==> config.mk <==
export PLATFORM = sky130hd
export DESIGN_NAME = cgra_pe_flat
export DESIGN_NICKNAME = d
export VERILOG_FILES = /design/src/rtl/cgra_pe_if.sv /design/src/rtl/cgra_pe.sv /design/src/flat_wrapper.sv
export SDC_FILE = /design/constraint.sdc
export NUM_CORES = 1
export LEC_CHECK = 0
export CAP_MARGIN = 0
export CORE_MARGIN = 2
export CORE_UTILIZATION = 40
export DETAILED_ROUTE_END_ITERATION = 12
export GPL_TIMING_DRIVEN = 0
export PLACE_DENSITY = 0.65
export SLEW_MARGIN = 20
export SYNTH_ARGS = -nofsm -noshare
export SYNTH_HDL_FRONTEND = slang
export SYNTH_SLANG_ARGS = --single-unit
==> constraint.sdc <==
create_clock -name clk -period 4.3 [get_ports clk]
set_clock_uncertainty 0.05 [all_clocks]
set_input_delay 0.43 -clock clk [delete_from_list [all_inputs] [get_ports clk]]
set_output_delay 0.43 -clock clk [all_outputs]
set_load 0.03 [all_outputs]
==> src/rtl/cgra_pe_if.sv <==
`default_nettype none
// ============================================================================
// cgra_pe_if : switch and neighbour links of one CGRA processing element
// Rev 1.0
// ============================================================================
interface cgra_pe_if #(
  parameter int DW = 8
);
  logic [DW-1:0] sw_in;
  logic          sw_in_valid;
  logic [DW-1:0] sw_out;
  logic          sw_out_valid;
  logic [DW-1:0] next_out;
  logic          next_out_valid;
  logic [DW-1:0] prev_out;
  logic          prev_out_valid;
  logic [DW-1:0] next_in;
  logic          next_in_valid;
  logic [DW-1:0] prev_in;
  logic          prev_in_valid;

  // Environment side: the switch and the two neighbours.
  modport master (
    output sw_in, sw_in_valid, next_in, next_in_valid, prev_in, prev_in_valid,
    input  sw_out, sw_out_valid, next_out, next_out_valid, prev_out, prev_out_valid
  );

  // Processing element side.
  modport slave (
    input  sw_in, sw_in_valid, next_in, next_in_valid, prev_in, prev_in_valid,
    output sw_out, sw_out_valid, next_out, next_out_valid, prev_out, prev_out_valid
  );
endinterface
`default_nettype wire

==> src/rtl/cgra_pe.sv <==
`default_nettype none
// ============================================================================
// cgra_pe : packet-configured CGRA tile with weight bank, 6-op ALU and routing
// Rev 1.0
// ============================================================================
module cgra_pe #(
  parameter int DW = 8,
  parameter int NW = 4
) (
  input  logic       clk,
  input  logic       rst_n,
  cgra_pe_if.slave   pe
);
  localparam int c_iw = $clog2(NW);
  localparam int c_ww = DW - 2 - c_iw;

  localparam logic [1:0] c_hdr_weight = 2'b00;
  localparam logic [1:0] c_hdr_route  = 2'b01;
  localparam logic [1:0] c_hdr_start  = 2'b10;

  localparam logic [2:0] c_op_add = 3'd0;
  localparam logic [2:0] c_op_and = 3'd1;
  localparam logic [2:0] c_op_or  = 3'd2;
  localparam logic [2:0] c_op_xor = 3'd3;
  localparam logic [2:0] c_op_max = 3'd4;
  localparam logic [2:0] c_op_mac = 3'd5;

  logic [c_ww-1:0] r_w [NW];
  logic [1:0]      r_route;
  logic [2:0]      r_op;
  logic            r_rot;
  logic [c_iw-1:0] r_wptr;
  logic [DW-1:0]   r_acc;
  logic [DW-1:0]   r_prev_lat;
  logic [DW-1:0]   r_next_lat;

  logic [DW-1:0]   r_sw_out;
  logic            r_sw_out_valid;
  logic [DW-1:0]   r_next_out;
  logic            r_next_out_valid;
  logic [DW-1:0]   r_prev_out;
  logic            r_prev_out_valid;

  logic [1:0]      w_hdr;
  logic [DW-1:0]   w_wext;
  logic [DW-1:0]   w_prod;
  logic [DW-1:0]   w_max_wp;
  logic [DW-1:0]   w_alu_res;
  logic            w_alu_ok;

  assign w_hdr    = pe.sw_in[DW-1:DW-2];
  assign w_wext   = {{(DW-c_ww){1'b0}}, r_w[r_wptr]};
  assign w_prod   = w_wext * r_prev_lat;
  assign w_max_wp = (w_wext > r_prev_lat) ? w_wext : r_prev_lat;

  always_comb begin
    w_alu_res = '0;
    w_alu_ok  = 1'b1;
    case (r_op)
      c_op_add: w_alu_res = w_wext + r_prev_lat + r_next_lat;
      c_op_and: w_alu_res = w_wext & r_prev_lat & r_next_lat;
      c_op_or:  w_alu_res = w_wext | r_prev_lat | r_next_lat;
      c_op_xor: w_alu_res = w_wext ^ r_prev_lat ^ r_next_lat;
      c_op_max: w_alu_res = (w_max_wp > r_next_lat) ? w_max_wp : r_next_lat;
      c_op_mac: w_alu_res = r_acc + w_prod;
      default:  w_alu_ok  = 1'b0;
    endcase
  end

  always_ff @(posedge clk or negedge rst_n) begin
    if (!rst_n) begin
      for (int i = 0; i < NW; i++) r_w[i] <= '0;
      r_route          <= 2'b00;
      r_op             <= c_op_add;
      r_rot            <= 1'b0;
      r_wptr           <= '0;
      r_acc            <= '0;
      r_prev_lat       <= '0;
      r_next_lat       <= '0;
      r_sw_out         <= '0;
      r_sw_out_valid   <= 1'b0;
      r_next_out       <= '0;
      r_next_out_valid <= 1'b0;
      r_prev_out       <= '0;
      r_prev_out_valid <= 1'b0;
    end else begin
      r_sw_out_valid   <= 1'b0;
      r_next_out_valid <= 1'b0;
      r_prev_out_valid <= 1'b0;

      // Latches update in parallel; a coincident local START sees the old value.
      if (pe.prev_in_valid) r_prev_lat <= pe.prev_in;
      if (pe.next_in_valid) r_next_lat <= pe.next_in;

      if (pe.sw_in_valid) begin
        if (w_hdr == c_hdr_weight) begin
          r_w[pe.sw_in[DW-3:DW-2-c_iw]] <= pe.sw_in[c_ww-1:0];
        end else if (w_hdr == c_hdr_route) begin
          r_route <= pe.sw_in[DW-3:DW-4];
          r_rot   <= pe.sw_in[DW-5];
          r_op    <= pe.sw_in[2:0];
          r_wptr  <= '0;
        end else if (r_route != 2'b00) begin
          if (r_route[0]) begin
            r_next_out       <= pe.sw_in;
            r_next_out_valid <= 1'b1;
          end
          if (r_route[1]) begin
            r_prev_out       <= pe.sw_in;
            r_prev_out_valid <= 1'b1;
          end
        end else if (w_hdr == c_hdr_start) begin
          if (w_alu_ok) begin
            r_sw_out       <= w_alu_res;
            r_sw_out_valid <= 1'b1;
            if (r_op == c_op_mac) r_acc <= w_alu_res;
            if (r_rot) r_wptr <= r_wptr + c_iw'(1);
          end
        end else begin
          r_sw_out       <= r_acc;
          r_sw_out_valid <= 1'b1;
          r_acc          <= '0;
          r_wptr         <= '0;
        end
      end
    end
  end

  assign pe.sw_out         = r_sw_out;
  assign pe.sw_out_valid   = r_sw_out_valid;
  assign pe.next_out       = r_next_out;
  assign pe.next_out_valid = r_next_out_valid;
  assign pe.prev_out       = r_prev_out;
  assign pe.prev_out_valid = r_prev_out_valid;
endmodule
`default_nettype wire

==> src/flat_wrapper.sv <==
// flat-port wrapper written by rule: the top's interface ports become plain ports
module cgra_pe_flat 
#(
  parameter int DW = 8,
  parameter int NW = 4
)
  (clk, rst_n, pe_sw_in, pe_sw_in_valid, pe_next_in, pe_next_in_valid, pe_prev_in, pe_prev_in_valid, pe_sw_out, pe_sw_out_valid, pe_next_out, pe_next_out_valid, pe_prev_out, pe_prev_out_valid);
  cgra_pe_if #(.DW(DW)) pe_i ();
  input  logic clk;
  input  logic rst_n;
  input wire logic [$bits(pe_i.sw_in)-1:0] pe_sw_in;
  input wire logic [$bits(pe_i.sw_in_valid)-1:0] pe_sw_in_valid;
  input wire logic [$bits(pe_i.next_in)-1:0] pe_next_in;
  input wire logic [$bits(pe_i.next_in_valid)-1:0] pe_next_in_valid;
  input wire logic [$bits(pe_i.prev_in)-1:0] pe_prev_in;
  input wire logic [$bits(pe_i.prev_in_valid)-1:0] pe_prev_in_valid;
  output wire logic [$bits(pe_i.sw_out)-1:0] pe_sw_out;
  output wire logic [$bits(pe_i.sw_out_valid)-1:0] pe_sw_out_valid;
  output wire logic [$bits(pe_i.next_out)-1:0] pe_next_out;
  output wire logic [$bits(pe_i.next_out_valid)-1:0] pe_next_out_valid;
  output wire logic [$bits(pe_i.prev_out)-1:0] pe_prev_out;
  output wire logic [$bits(pe_i.prev_out_valid)-1:0] pe_prev_out_valid;
  assign pe_i.sw_in = pe_sw_in;
  assign pe_i.sw_in_valid = pe_sw_in_valid;
  assign pe_i.next_in = pe_next_in;
  assign pe_i.next_in_valid = pe_next_in_valid;
  assign pe_i.prev_in = pe_prev_in;
  assign pe_i.prev_in_valid = pe_prev_in_valid;
  assign pe_sw_out = pe_i.sw_out;
  assign pe_sw_out_valid = pe_i.sw_out_valid;
  assign pe_next_out = pe_i.next_out;
  assign pe_next_out_valid = pe_i.next_out_valid;
  assign pe_prev_out = pe_i.prev_out;
  assign pe_prev_out_valid = pe_i.prev_out_valid;
  cgra_pe #(.DW(DW), .NW(NW)) u_core (.clk(clk), .rst_n(rst_n), .pe(pe_i));
endmodule
==> impl_metrics.json <==
{
  "path_clk_slew_ps": 70,
  "fin_nets": 700,
  "antenna_found_initial": 0,
  "syn_inst": 518,
  "synth_area_um2": 5180,
  "cts_root_buffer": "clkbuf_16",
  "netlist_top_cells_area": "dfrtp_1 (36%), ha_1 (11%), mux2_2 (8.9%)",
  "clock_latency_ps": 340,
  "slew_headroom_pct": 37.9,
  "hold_violations": 0,
  "port_buffers": 52,
  "dp_worst_setup_slack_ps": -533,
  "ctsHoldBuffers": 0,
  "wire_per_inst_um": 17.7,
  "total_power_mw": 3.69,
  "maxCapViolCount": 0,
  "synth_ff_type": "dfrtp_1",
  "status": "complete, no violations",
  "syn_avg_cell_area_um2": 10.0,
  "finalWorstSetupSlack_ps": 13.3,
  "crit_fanout": 5,
  "rrSetupSlack_ps": 10,
  "power_leakage_nw": 2.92,
  "synthArstFlopShare_pct": 100,
  "finalCritPeriodShare_pct": 99.7,
  "tritoncts": "yes",
  "clock_path_buffers": 2,
  "slew_violations": 0,
  "synth_edf_count": 0,
  "drt-initial-drc-count": 274,
  "arrival_ps": 4440,
  "clock_sinks": 75,
  "post-dp-hpwl_um": 10200,
  "drive_gt1_share_pct": 25.6,
  "end_kind": "flip-flop",
  "fin_crit_ps": 4290,
  "ys_ff_latch": 75,
  "die_y_um": 118,
  "syn_to_final_growth_pct": 31.0,
  "finalNonFillerCells": 785,
  "firstDrtPassIters": 4,
  "power_density_nw_per_um2": 544,
  "required_ps": 4450,
  "worst_pin_slew_ps": 929,
  "drc": 0,
  "rsz0062_at_grt": "yes",
  "grt_pass1_wl_um": 22600,
  "critical_path_class": "reg2reg",
  "grt_pass1_vias": 4456,
  "die_x_um": 118,
  "yosysSeqAreaShare_pct": 36.2,
  "drtAntennaViolNets": 0,
  "wl_um": 13900,
  "max_freq_ghz": 0.233,
  "ys_types": 62,
  "vdd_drop_max_uv": 348,
  "place.gp.congestion": 0.946,
  "numCtsBuffers": 9,
  "track_usage_pct": 20.6,
  "worstHoldPathType": "in2async",
  "placedCellCount": 743,
  "antenna_cells": 0,
  "finalSetupViolCount": 0,
  "yosysTopAreaCell": "dfrtp_1",
  "start_util_pct": 41.0,
  "via_per_inst": 5.30,
  "grt_overflow": 0,
  "yosys.area.top_type_share_pct": 36.2,
  "synth_fp_nets": 610,
  "cts_max_level": 3,
  "worstSetupStartpointType": "flip-flop",
  "ioPinCount": 56,
  "std_cell_rows": 41,
  "dieArea_um2": 13900,
  "synth_warnings": 0,
  "vias": 4162,
  "coreArea_um2": 12600,
  "grt_start_max_net_pins": 40
}
## cells in the mapped netlist, drive strengths merged (2+ instances only)
master,n
a22o,2
a22oi,2
dfrtp,75
a211oi,4
a31oi,5
a21o,3
o21bai,2
a311oi,2
o21a,3
nand2,54
nand3,8
mux2i,10
nor3,5
and3,3
nor4,3
xor2,3
o21ai,45
nand3b,5
fa,19
o211ai,5
nor2,30
o31ai,2
clkbuf,11
o32ai,2
mux4,4
nor3b,2
mux2,41
buf,7
nand2b,5
inv,57
xnor2,10
a21oi,23
nor2b,3
nand4,3
ha,44
## state kept, by name (all words and copies together) (netlist names)
register / cells
u_core.r_op: 3
u_core.pe.next_out: 8
u_core.r_w: 16
u_core.r_next_lat: 8
u_core.r_route: 2
u_core.pe.next_out_valid: 1
u_core.pe.sw_out: 8
u_core.r_acc: 8
u_core.r_rot: 1
u_core.pe.sw_out_valid: 1
u_core.pe.prev_out: 8
u_core.r_prev_lat: 8
u_core.pe.prev_out_valid: 1
u_core.r_wptr: 2
## power breakdown
group,switching [mW],internal [mW]
combinational,1.04,0.936
clock,0.318,0.458
sequential,0.0972,0.843
total,1.45,2.24
## layer usage
layer  share of wire, %  global-route usage (%)
met1                 41                    25.5
met2                 53                    35.6
met3                3.9                    3.97
met4                2.2                    8.13
met5                  0                       0
## worst paths after layout
| check | depth (start not counted) | startpoint | end |
|---|---|---|---|
| max in group asynchronous | 2 | rst_n | u_core.r_prev_lat[6]$_DFFE_PN0P_ |
| min | 1 | rst_n | u_core.pe.next_out[7]$_DFFE_PN0P_ |
| max | 15 | u_core.r_wptr[0]$_DFFE_PN0P_ | u_core.pe.sw_out[7]$_DFFE_PN0P_ |
| max reg2reg | 15 | u_core.r_wptr[0]$_DFFE_PN0P_ | u_core.pe.sw_out[7]$_DFFE_PN0P_ |
| min in group clk | 2 | u_core.r_acc[2]$_DFFE_PN0P_ | u_core.r_acc[2]$_DFFE_PN0P_ |
| min reg2reg | 2 | u_core.r_acc[2]$_DFFE_PN0P_ | u_core.r_acc[2]$_DFFE_PN0P_ |
## layout make-up
| class | instances | area (um^2) |
|---|---|---|
| fillers | 1138 | 5840 |
| multi-input cells | 368 | 3320 |
| flip-flops and latches | 75 | 1880 |
| repair buffers | 79 | 752 |
| clock buffers | 9 | 225 |
| inverters | 57 | 216 |
| well taps | 172 | 215 |
| plain buffers | 18 | 92.6 |
| clock inverters | 7 | 82.6 |
## timing repair
item,in CTS,in global routing
setup endpoints to repair,12,12
pin swaps,29,32
setup buffers,18,8
gates resized for setup,36,41
## critical path, cell delays in order, from the launching register on
cell	delay [ps]
dfrtp_1	340
buf_6	130
mux4_2	580
buf_6	160
ha_4	150
inv_2	60
fa_1	430
fa_1	500
fa_2	400
xor2_4	180
xnor2_2	140
xnor2_1	140
xnor2_1	240
xnor3_1	460
nand3_2	90
a31oi_2	100
## stage by stage
step / util (%) / instance area (um^2) / hold slack, ps / TNS (ps)
after global placement: 46.9 / 5910 / 403 / -2350
after detailed placement: 47.0 / 5930 / 390 / -2920
after global routing: 53.8 / 6780 / 33.3 / -824
final: 53.8 / 6780 / 5.70 / 0
after CTS: 51.8 / 6540 / 16.6 / -239
after floorplan: - / 5180 / 84.4 / 0
## cells in the final DEF, fill, tap and decap left out, types with 4 or more instances in the layout
master           netlist  routed
a31oi_1                4       4
inv_2                  0       9
nand3_1                7       7
clkdlybuf4s50_1        0      51
ha_1                  44      33
o21ai_0               43      34
dfrtp_1               75      75
mux2_2                41      41
a21oi_1               22      16
buf_4                  2      24
mux4_2                 4       4
buf_6                  2       7
nor2_1                29      27
o211ai_1               5       5
o21ai_1                1       6
xnor2_1               10       9
a21oi_2                1       7
nor3_1                 5       4
clkbuf_1              11      11
nand2b_1               5       5
nand2_1               52      51
ha_4                   0       9
nand3b_1               5       5
fa_1                  19      18
clkbuf_16              0       9
mux2i_1               10       5
inv_1                 57      47
## cells by family after synthesis
kind of cell	after synthesis	share of synthesized area, %
AND/OR/NAND/NOR	128	11.7
AO/OA/AOI/OAI	108	12.9
buffers and inverters	75	5.92
flip-flops	75	36.2
adder cells (fa/ha/maj)	63	18.0
multiplexers	55	12.6
XOR/XNOR	14	2.63
(Power assumes the default switching activity.)
